File: config.mk
export PLATFORM = sky130hd
export DESIGN_NAME = fetch_stage
export DESIGN_NICKNAME = d
export VERILOG_FILES = /design/src/rtl/fetch_stage.sv
export SDC_FILE = /design/constraint.sdc
export NUM_CORES = 1
export LEC_CHECK = 0
export CAP_MARGIN = 20
export CORE_AREA = 2 2 143 215
export CTS_BUF_LIST = sky130_fd_sc_hd__clkbuf_4
export CTS_CLUSTER_SIZE = 8
export DETAILED_ROUTE_END_ITERATION = 10
export DIE_AREA = 0 0 145 217
export PLACE_DENSITY = 0.65
export RECOVER_POWER = 25
export SETUP_SLACK_MARGIN = 0.1
export SLEW_MARGIN = 5
export SYNTH_ARGS = -nofsm -noshare
export SYNTH_HDL_FRONTEND = slang
export SYNTH_SLANG_ARGS = --single-unit
File: constraint.sdc
create_clock -name clk -period 5.9 [get_ports clk]
set_input_delay 1.18 -clock clk [delete_from_list [all_inputs] [get_ports clk]]
set_output_delay 1.18 -clock clk [all_outputs]
set_load 0.05 [all_outputs]
File: src/rtl/fetch_stage.sv
// IF stage and IF/ID pipeline register for the 5-stage MIPS pipeline.
// Owns the PC, fetches over a req/ack instruction-memory handshake, and
// applies the control unit's stall, flush and redirect requests.
//
//  state | meaning
//  ------+------------------------------------------------------------
//  REQ   | request outstanding at PC, waiting for / consuming the ack
//  HOLD  | fetched word parked in the hold buffer while the pipe stalls
//  DRAIN | redirect arrived before the ack; waiting to discard the
//        | orphaned fetch, new target already saved in PC
module fetch_stage #(
  parameter logic [31:0] RESET_PC = 32'h0000_0000,
  parameter logic [31:0] BUBBLE   = 32'h0000_0000
) (
  input  logic        clk,
  input  logic        rst,
  input  logic        pcWrite,
  input  logic        ifidWrite,
  input  logic        ifidFlush,
  input  logic        pcSrc,
  input  logic        jORb,
  output logic        imem_req,
  output logic [31:0] imem_addr,
  input  logic        imem_ack,
  input  logic [31:0] imem_rdata,
  output logic [31:0] ID_INS,
  output logic [31:0] ID_PC4,
  output logic        ID_valid,
  output logic        fetch_busy
);

  localparam logic [1:0] ST_REQ   = 2'd0;
  localparam logic [1:0] ST_HOLD  = 2'd1;
  localparam logic [1:0] ST_DRAIN = 2'd2;

  logic [1:0]  state_q, state_d;
  logic [31:0] pc_q, pc_d;
  logic [31:0] drain_addr_q, drain_addr_d;
  logic [31:0] hold_ins_q, hold_ins_d;
  logic [31:0] hold_pc4_q, hold_pc4_d;
  logic [31:0] id_ins_q, id_ins_d;
  logic [31:0] id_pc4_q, id_pc4_d;
  logic        id_valid_q, id_valid_d;

  logic        adv;
  logic        redirect;
  logic [31:0] pc_plus4;
  logic [31:0] br_off;
  logic [31:0] br_tgt;
  logic [31:0] j_tgt;
  logic [31:0] target;

  // Redirect targets are computed from the instruction sitting in IF/ID.
  always_comb begin
    adv      = pcWrite & ifidWrite;
    redirect = pcSrc;
    pc_plus4 = pc_q + 32'd4;
    br_off   = {{14{id_ins_q[15]}}, id_ins_q[15:0], 2'b00};
    br_tgt   = id_pc4_q + br_off;
    j_tgt    = {id_pc4_q[31:28], id_ins_q[25:0], 2'b00};
    target   = jORb ? br_tgt : j_tgt;
  end

  // Next-state logic for the fetch FSM, PC, hold buffer and IF/ID register.
  always_comb begin
    state_d      = state_q;
    pc_d         = pc_q;
    drain_addr_d = drain_addr_q;
    hold_ins_d   = hold_ins_q;
    hold_pc4_d   = hold_pc4_q;
    id_ins_d     = id_ins_q;
    id_pc4_d     = id_pc4_q;
    id_valid_d   = id_valid_q;

    case (state_q)
      ST_REQ: begin
        if (imem_ack) begin
          if (redirect) begin
            pc_d = target;
          end else if (adv) begin
            id_ins_d   = imem_rdata;
            id_pc4_d   = pc_plus4;
            id_valid_d = 1'b1;
            pc_d       = pc_plus4;
          end else begin
            hold_ins_d = imem_rdata;
            hold_pc4_d = pc_plus4;
            state_d    = ST_HOLD;
          end
        end else begin
          // The memory is still working on the old address, so remember it
          // for imem_addr while PC already carries the new target.
          if (redirect) begin
            drain_addr_d = pc_q;
            pc_d         = target;
            state_d      = ST_DRAIN;
          end
          if (ifidWrite) begin
            id_ins_d   = BUBBLE;
            id_valid_d = 1'b0;
          end
        end
      end
      ST_HOLD: begin
        if (redirect) begin
          pc_d    = target;
          state_d = ST_REQ;
        end else if (adv) begin
          id_ins_d   = hold_ins_q;
          id_pc4_d   = hold_pc4_q;
          id_valid_d = 1'b1;
          pc_d       = hold_pc4_q;
          state_d    = ST_REQ;
        end
      end
      ST_DRAIN: begin
        if (redirect) pc_d = target;
        if (imem_ack) state_d = ST_REQ;
        // Nothing real is available to ID while draining.
        if (ifidWrite) begin
          id_ins_d   = BUBBLE;
          id_valid_d = 1'b0;
        end
      end
      default: state_d = ST_REQ;
    endcase

    // Flush wins over any IF/ID load; the PC+4 tag is left untouched.
    if (ifidFlush) begin
      id_ins_d   = BUBBLE;
      id_pc4_d   = id_pc4_q;
      id_valid_d = 1'b0;
    end
  end

  // State and pipeline registers with asynchronous active-low reset.
  always_ff @(posedge clk or negedge rst) begin
    if (!rst) begin
      state_q      <= ST_REQ;
      pc_q         <= RESET_PC;
      drain_addr_q <= RESET_PC;
      hold_ins_q   <= BUBBLE;
      hold_pc4_q   <= 32'h0000_0000;
      id_ins_q     <= BUBBLE;
      id_pc4_q     <= 32'h0000_0000;
      id_valid_q   <= 1'b0;
    end else begin
      state_q      <= state_d;
      pc_q         <= pc_d;
      drain_addr_q <= drain_addr_d;
      hold_ins_q   <= hold_ins_d;
      hold_pc4_q   <= hold_pc4_d;
      id_ins_q     <= id_ins_d;
      id_pc4_q     <= id_pc4_d;
      id_valid_q   <= id_valid_d;
    end
  end

  // Memory-side and ID-side outputs; the request is forced low during reset.
  always_comb begin
    imem_req   = rst & (state_q != ST_HOLD);
    imem_addr  = (state_q == ST_DRAIN) ? drain_addr_q : pc_q;
    fetch_busy = ((state_q == ST_REQ) & ~imem_ack) | (state_q == ST_DRAIN);
    ID_INS     = id_ins_q;
    ID_PC4     = id_pc4_q;
    ID_valid   = id_valid_q;
  end

endmodule
**Word-level counts from Yosys, hierarchy flattened**

Index checks and enable logic that the tools add are counted.

- Register bits after elaboration: 195
- Input bits: 40
- Logic and storage cells: 81

- Add/sub/neg operators: 2
- Eq/ne operators: 18
- Muxes and demuxes: 35
- Bitwise logic cells: 8
- Reductions and logical operators: 10

Operator list:

| operator | number |
|---|---|
| $mux 32 | 18 |
| $pmux 32 s3 | 2 |
| $pmux 32 s2 | 1 |
| $add 32x3->32 const B | 1 |
| $add 32x32->32 | 1 |
| $ne 3x3->1 const B | 6 |
| $mux 2 | 7 |
| $ne 2x2->1 const B | 6 |
| $ne 4x4->1 const B | 3 |
| $reduce_and 5->1 | 2 |
| $reduce_and 7->1 | 1 |
| $pmux 2 s3 | 1 |
| $reduce_and 3->1 | 2 |
| $mux 1 | 5 |
| $not 1->1 | 4 |
| $reduce_and 4->1 | 1 |
| $reduce_bool 4->1 | 1 |
| $and 1x1->1 | 3 |
| $pmux 1 s3 | 1 |
| $reduce_bool 3->1 | 1 |
| $eq 2x1->1 const B | 1 |
| $eq 2x2->1 const B | 1 |
| $logic_not 2->1 | 1 |
| $ne 2x1->1 const B | 1 |
| other kinds (2) | 2 |

**Logic depth before layout (Yosys ltp)**

Gate-level depths: netlist (run 1).

- Depth after elaboration: 6
- Gate-level depth with buffers: 11

**Worst setup path after synthesis (run 1)**

Ideal clock, no wire load.

- Path kind: flip-flop to output port
- From: register state_q[0]
- To: output imem_addr[9]
- Arrival time: 2.459 ns
- Required time: 4.720 ns
- Path slack: 2.261 ns
- Cell stages (with the launch flop): 7
- Cells stage by stage: dfrtp_1 > inv_1 > ha_1 > clkbuf_1 > buf_1 > clkbuf_1 > o21ai_0

- Word-level cells in the longest chain between the ends: 2

Ends and longest elaborated chain:

| element | RTL line | RTL |
|---|---|---|
| from (decl) | 36 | `logic [1:0] state_q, state_d;` |
| from (signal assigned) | 148 | `state_q <= state_d;` |
| $eq 2x2->1 | 162 | `imem_addr = (state_q == ST_DRAIN) ? drain_addr_q : pc_q;` |
| $mux 32 | 162 |  |
| to (decl) | 23 | `output logic [31:0] imem_addr,` |

Every way passes these cells.

**Final worst setup path (run 1)**

- From: register state_q[0]
- To: output imem_addr[20]

The elaborated chain is that of the path after synthesis.

==> results.json, run 1 <==
{
  "outcome": "finished with violations",
  "violations": "max-capacitance violations, max-slew violations",
  "synth_edf_count": 0,
  "drt_iter0_markers": 1149,
  "cp.depth": 5,
  "grt_pass1_vias": 11700,
  "wirelength_um": 43900,
  "critPathMaxFanout": 27,
  "fin_crit_ps": 4410,
  "grt_overflow_total": 0,
  "core-area_um2": 29800,
  "async_reset_ff_share_pct": 100,
  "r2r_setup_slack_ps": 2120,
  "tns_ps": 0,
  "drv_cap": 2,
  "drc": 0,
  "crit_required_ps": 4720,
  "arrival_ps": 3230,
  "fill_cells": 2884,
  "dr.pass1.iters": 6,
  "yosysWarningCount": 0,
  "postCtsSetupBuffers": 0,
  "synth_cells": 1487,
  "wl_per_cell_um": 22.6,
  "cts_buffers": 17,
  "critical-path-top-delay-family": "buffers and inverters",
  "synthSimpleGateAreaFrac_pct": 15.4,
  "dp.cells": 1911,
  "layout.area.seq_um2": 4880,
  "area_growth_pct": 13.3,
  "p_per_area_nw_per_um2": 583,
  "htree_levels": 4,
  "worstSkewPairLatency_ps": 690,
  "vias": 12200,
  "synth.avg_cell_area_um2": 8.86,
  "cts_tree": "yes",
  "clkTransAtPathRegs_ps": 190,
  "yosys-mux-area-fraction_pct": 10.9,
  "irDropWorstVdd_uv": 428,
  "cts_sinks": 195,
  "nNetsFinal": 1606,
  "max_slew_margin_pct": -106,
  "endpoint_kind": "primary output",
  "cts-resized-gates": 0,
  "path_class": "reg -> out",
  "holdWs_ps": 362,
  "worst_pin_slew_ps": 3090,
  "cts-root-buf": "clkbuf_4",
  "die-area_um2": 31500,
  "dp_hpwl_um": 31000,
  "slowest_delay_ps": 700,
  "crit_path_start_kind": "flip-flop",
  "clk_path_buf_depth": 2,
  "slew_viol_final": 93,
  "reg2reg_from": "ID_INS[15]",
  "yosysUniqueCellTypes": 83,
  "ios": 139,
  "crit_path_cell_trace": "inv_1, ha_2, buf_16, mux2_2, clkdlybuf4s50_1",
  "multi_input_area_um2": 7640,
  "synthAdderAreaFrac_pct": 3.38,
  "synth_fp_nets": 1562,
  "grt_pass1_wl_um": 67900,
  "max_clock_freq_mhz": 227,
  "synth_xor_area_share_pct": 3.33,
  "antenna_found_initial": 1,
  "grt_use_total_pct": 27.8,
  "drtAntennaViolNets": 0,
  "synthFlopType": "dfrtp_1",
  "synth_seq_cells": 195,
  "die_w_um": 145,
  "reg2reg_to": "pc_q[31]",
  "ctsHoldBuffers": 0,
  "grt_max_degree": 83,
  "die_y_um": 217,
  "hold_viol": 0,
  "slowest_stage": "clkdlybuf4s50_1",
  "vias_per_cell": 6.28,
  "start_util_pct": 44.2,
  "gp_congestion": 0.923,
  "worst_clock_skew_ps": 44.7,
  "worst-path-buf-inv": 3,
  "port_buffers": 138,
  "min_path_type": "in -> async",
  "synth_compound_area_share_pct": 24.7,
  "drive_gt1_share_pct": 12.8,
  "setup_violations": 0,
  "p_leak_nw": 6.27,
  "netlist_area_um2": 13200,
  "rsz0062_at_grt": "no",
  "synth_top_family_by_area": "compound AO/OA/AOI/OAI gates",
  "period_share_pct": 74.7,
  "ys_seq_area_share_pct": 37.1,
  "num_rows": 78,
  "r2r_cells": 9,
  "stdcell_count": 1945
}
[routing by layer]
metal / wire length, µm / global-route usage (%)
met5: 0 / 0
met4: 2530 / 16.2
met3: 2420 / 3.29
met2: 22100 / 48.6
met1: 16900 / 33.0
[power by group]
part	total, mW	internal, mW	switching, mW	leakage (nW)
sequential	2.64	1.91	0.731	2.48
clock	0.725	0.184	0.541	0.143
combinational	5.33	2.00	3.33	3.65
[layout by cell type (no fill, tap or decap), types with 28 or more instances in the layout]
master,n
nor2_1,72
nand3_1,56
dfrtp_1,195
nand2_1,240
clkdlybuf4s50_1,135
a22o_1,28
ha_1,31
xnor2_1,30
mux2_2,111
o21ai_0,105
a211o_1,29
a221oi_1,42
a21oi_1,100
[cells in the mapped netlist, types with 10 or more instances]
master    count  share of area [%]
nand2_1     240                6.8
dfrtp_1     195                 37
mux2_2      111                9.5
o21ai_0     105                4.0
a21oi_1     101                3.8
clkbuf_1     89                2.5
nor2_1       72                2.1
nand3_1      57                2.2
a221oi_1     42                2.8
ha_1         34                3.2
xnor2_1      30                2.0
a211o_1      29                1.9
a22o_1       28                1.9
a31oi_1      25                1.2
buf_1        22               0.63
a21o_1       21                1.2
xor2_1       20                1.3
and3_1       17               0.81
mux2i_1      17                1.3
inv_1        16               0.46
a211oi_1     15               0.86
buf_2        14               0.53
nand4_1      12               0.57
o22ai_1      12               0.57
o31ai_1      12               0.68
a22oi_1      10               0.57
o211ai_1     10               0.57
[worst max-delay path by stage]
stage                    start       endpoint
finish              state_q[0]  imem_addr[20]
CTS                 state_q[0]     fetch_busy
floorplan           state_q[0]   imem_addr[9]
global placement      imem_ack     fetch_busy
detailed placement    imem_ack     fetch_busy
global route               rst     ID_PC4[17]
[cell type report]
class / count / area share, %
clock buffers: 17 / 0.856
flip-flops and latches: 195 / 32.7
multi-input cells: 1138 / 51.2
clock inverters: 15 / 0.948
diodes: 1 / 0.0168
repair buffers: 161 / 10.5
inverters: 18 / 0.453
well taps: 400 / 3.36
[registers in the layout, indices dropped and copies added, names as in the netlist]
| name | flops |
|---|---|
| ID_INS | 32 |
| ID_PC4 | 32 |
| ID_valid | 1 |
| drain_addr_q | 32 |
| hold_ins_q | 32 |
| hold_pc4_q | 32 |
| pc_q | 32 |
| state_q | 2 |
[stage by stage]
stage	instance area, µm²	utilization [%]	power [mW]	worst slack [ps]
finish	14900	50.1	8.69	1490
detailed placement	14600	49.1	7.93	1900
global placement	14600	49.1	7.84	1870
global route	14900	50.1	9.21	1100
floorplan	13200	-	6.34	2260
CTS	14900	50.0	8.66	1100
[logic make-up after synthesis]
family / Yosys count
compound gates: 473
simple gates: 451
flops: 195
xor+xnor: 50
buf+inv: 154
fa+ha+maj: 35
mux: 129
No activity file was read; power rests on OpenSTA's default activity.
==> inputs of run 2 (changes only) <==
PLACE_DENSITY = 0.68   (was 0.65)
clock period = 3.7 ns   (was 5.9 ns; I/O delays follow)
==> run 2 against run 1 <==
Against the previous run:
- the run ends with max-capacitance violations left
- hold slack better by 140 ps
- die area unchanged
- clock skew about the same
- register-to-register slack lost 1700 ps
- utilization increased by 1.2 points
- global-route usage rose by 0.20 points
- combinational power rose by 65%
- sequential cell count unchanged
- via count grew 1.1%
- non-clock buffer count grew 32
- clock-buffer cell count unchanged
- largest power group unchanged
==> results.json, run 2 (synthesized netlist as in run 1, its figures left out) <==
{
  "outcome": "finished with violations",
  "violations": "max-capacitance violations",
  "cts-root-buf": "clkbuf_4",
  "fin_crit_ps": 3490,
  "worstSkewPairLatency_ps": 700,
  "drive_gt1_share_pct": 14.7,
  "clkPwrFrac_pct": 9.4,
  "clk_path_buf_depth": 2,
  "p_int_mw": 6.76,
  "min_path_cells": 2,
  "holdWs_ps": 506,
  "final_cell_mix": "240 x nand2_1, 195 x dfrtp_1, 111 x mux2_2",
  "r2r_setup_slack_ps": 460,
  "grt_use_total_pct": 28.0,
  "nNetsFinal": 1638,
  "die-area_um2": 31500,
  "irDropWorstVdd_uv": 375,
  "p_per_area_nw_per_um2": 926,
  "port_buffers": 138,
  "min-delay-start": "hold_pc4_q[18]",
  "hold_viol": 0,
  "fill_cells": 2777,
  "slowest_stage": "clkdlybuf4s50_1",
  "setup_violations": 0,
  "slowest_delay_ps": 700,
  "htree_levels": 4,
  "p_total_mw": 14.1,
  "die_y_um": 217,
  "ctsHoldBuffers": 0,
  "p_seq_share_pct": 28.4,
  "final_common_cell": "nand2_1",
  "r2r_cells": 9,
  "switchingPower_mw": 7.39,
  "crit_required_ps": 2960,
  "hold_end": "hold_pc4_q[18]",
  "grt_pass1_wl_um": 68900,
  "cts_tree": "yes",
  "p_leak_nw": 6.71,
  "num_rows": 78,
  "path_class": "reg -> out",
  "drt_iter0_markers": 986,
  "ios": 139,
  "dr.pass1.iters": 7,
  "max_clock_freq_mhz": 287,
  "vias_per_cell": 6.25,
  "die_w_um": 145,
  "reg2reg_from": "ID_INS[15]",
  "power_frac_comb_pct": 62.2,
  "arrival_ps": 2750,
  "antenna_found_initial": 1,
  "period_share_pct": 94.3,
  "final_area_um2": 15300,
  "drv_cap": 1,
  "stdcell_count": 1977,
  "wirelength_um": 44200,
  "clkTransAtPathRegs_ps": 180,
  "cts_sinks": 195,
  "grt_overflow_total": 0,
  "critPathMaxFanout": 17,
  "cts-resized-gates": 17,
  "cts_buffers": 17,
  "postCtsSetupBuffers": 0,
  "dp_hpwl_um": 31500,
  "drc": 0,
  "rsz0062_at_grt": "no",
  "endpoint_kind": "primary output",
  "crit_path_start_kind": "flip-flop",
  "swShare_pct": 52.2,
  "min_path_type": "reg -> reg",
  "core-area_um2": 29800,
  "max_slew_margin_pct": 0.536,
  "slew_viol_final": 0,
  "worst_clock_skew_ps": 44.9,
  "placed_area_um2": 14900,
  "vias": 12300,
  "dp.cells": 1944,
  "gp_congestion": 0.941,
  "crit_path_cell_trace": "inv_1, ha_4, mux2_2, clkdlybuf4s50_1",
  "area_growth_pct": 16.0,
  "reg2reg_to": "pc_q[27]",
  "grt_max_degree": 144,
  "start_util_pct": 44.2,
  "drtAntennaViolNets": 0,
  "grt_pass1_vias": 12000,
  "tns_ps": 0,
  "wl_per_cell_um": 22.3,
  "worst_pin_slew_ps": 1490
}
[run 2: through the flow]
step | utilization, % | worst slack (ps)
after floorplan | - | 501
after global placement | 50.2 | 427
after detailed placement | 50.2 | 364
after CTS | 51.2 | 120
after global routing | 51.3 | 101
final | 51.3 | 210
[run 2: critical path: cells and delay by family (launching register included)]
kind                     cells  cell delay [ps]
multiplexers                 1              360
adder cells (fa/ha/maj)      1              330
buffers and inverters        2              910
flip-flops                   1              490
[run 2: how the worst max path moves through the flow]
stage | startpoint | end | slack [ps] | cells after the start
after global routing | state_q[0] | imem_addr[7] | 100 | 4
after detailed placement | ID_INS[0] | pc_q[24] | 360 | 10
after global placement | ID_INS[0] | pc_q[20] | 430 | 10
after CTS | state_q[0] | imem_addr[31] | 120 | 4
after floorplan | state_q[0] | imem_addr[9] | 500 | 6
final | state_q[0] | imem_addr[7] | 210 | 4
[run 2: power by group through the flow]
stage / Sequential, mW / Clock [mW] / Combinational (mW)
CTS: 4.00 / 1.36 / 8.79
finish: 4.01 / 1.33 / 8.80
floorplan: 4.48 / 0 / 5.64
global placement: 4.01 / 0 / 8.68
detailed placement: 4.05 / 0 / 8.82
global route: 4.13 / 1.42 / 9.43
[run 2: metal layers]
layer | wire length [µm] | track usage [%] | up-vias
met5 | 0 | 0 | -
met4 | 2970 | 18.3 | 0
met3 | 2650 | 3.44 | 130
met2 | 21700 | 47.4 | 578
met1 | 16900 | 33.7 | 6017
li1 | - | - | 5624
[run 2: layout make-up]
| class | instances | area (µm²) | share of cell area, % |
|---|---|---|---|
| antenna | 1 | 2.50 | 0.0164 |
| clock buffer | 17 | 128 | 0.835 |
| clock inverter | 15 | 195 | 1.28 |
| inverter | 18 | 67.6 | 0.442 |
| multi-input combinational | 1138 | 7650 | 50.0 |
| sequential | 195 | 4880 | 31.9 |
| tap | 400 | 500 | 3.28 |
| timing repair buffer | 193 | 1860 | 12.2 |
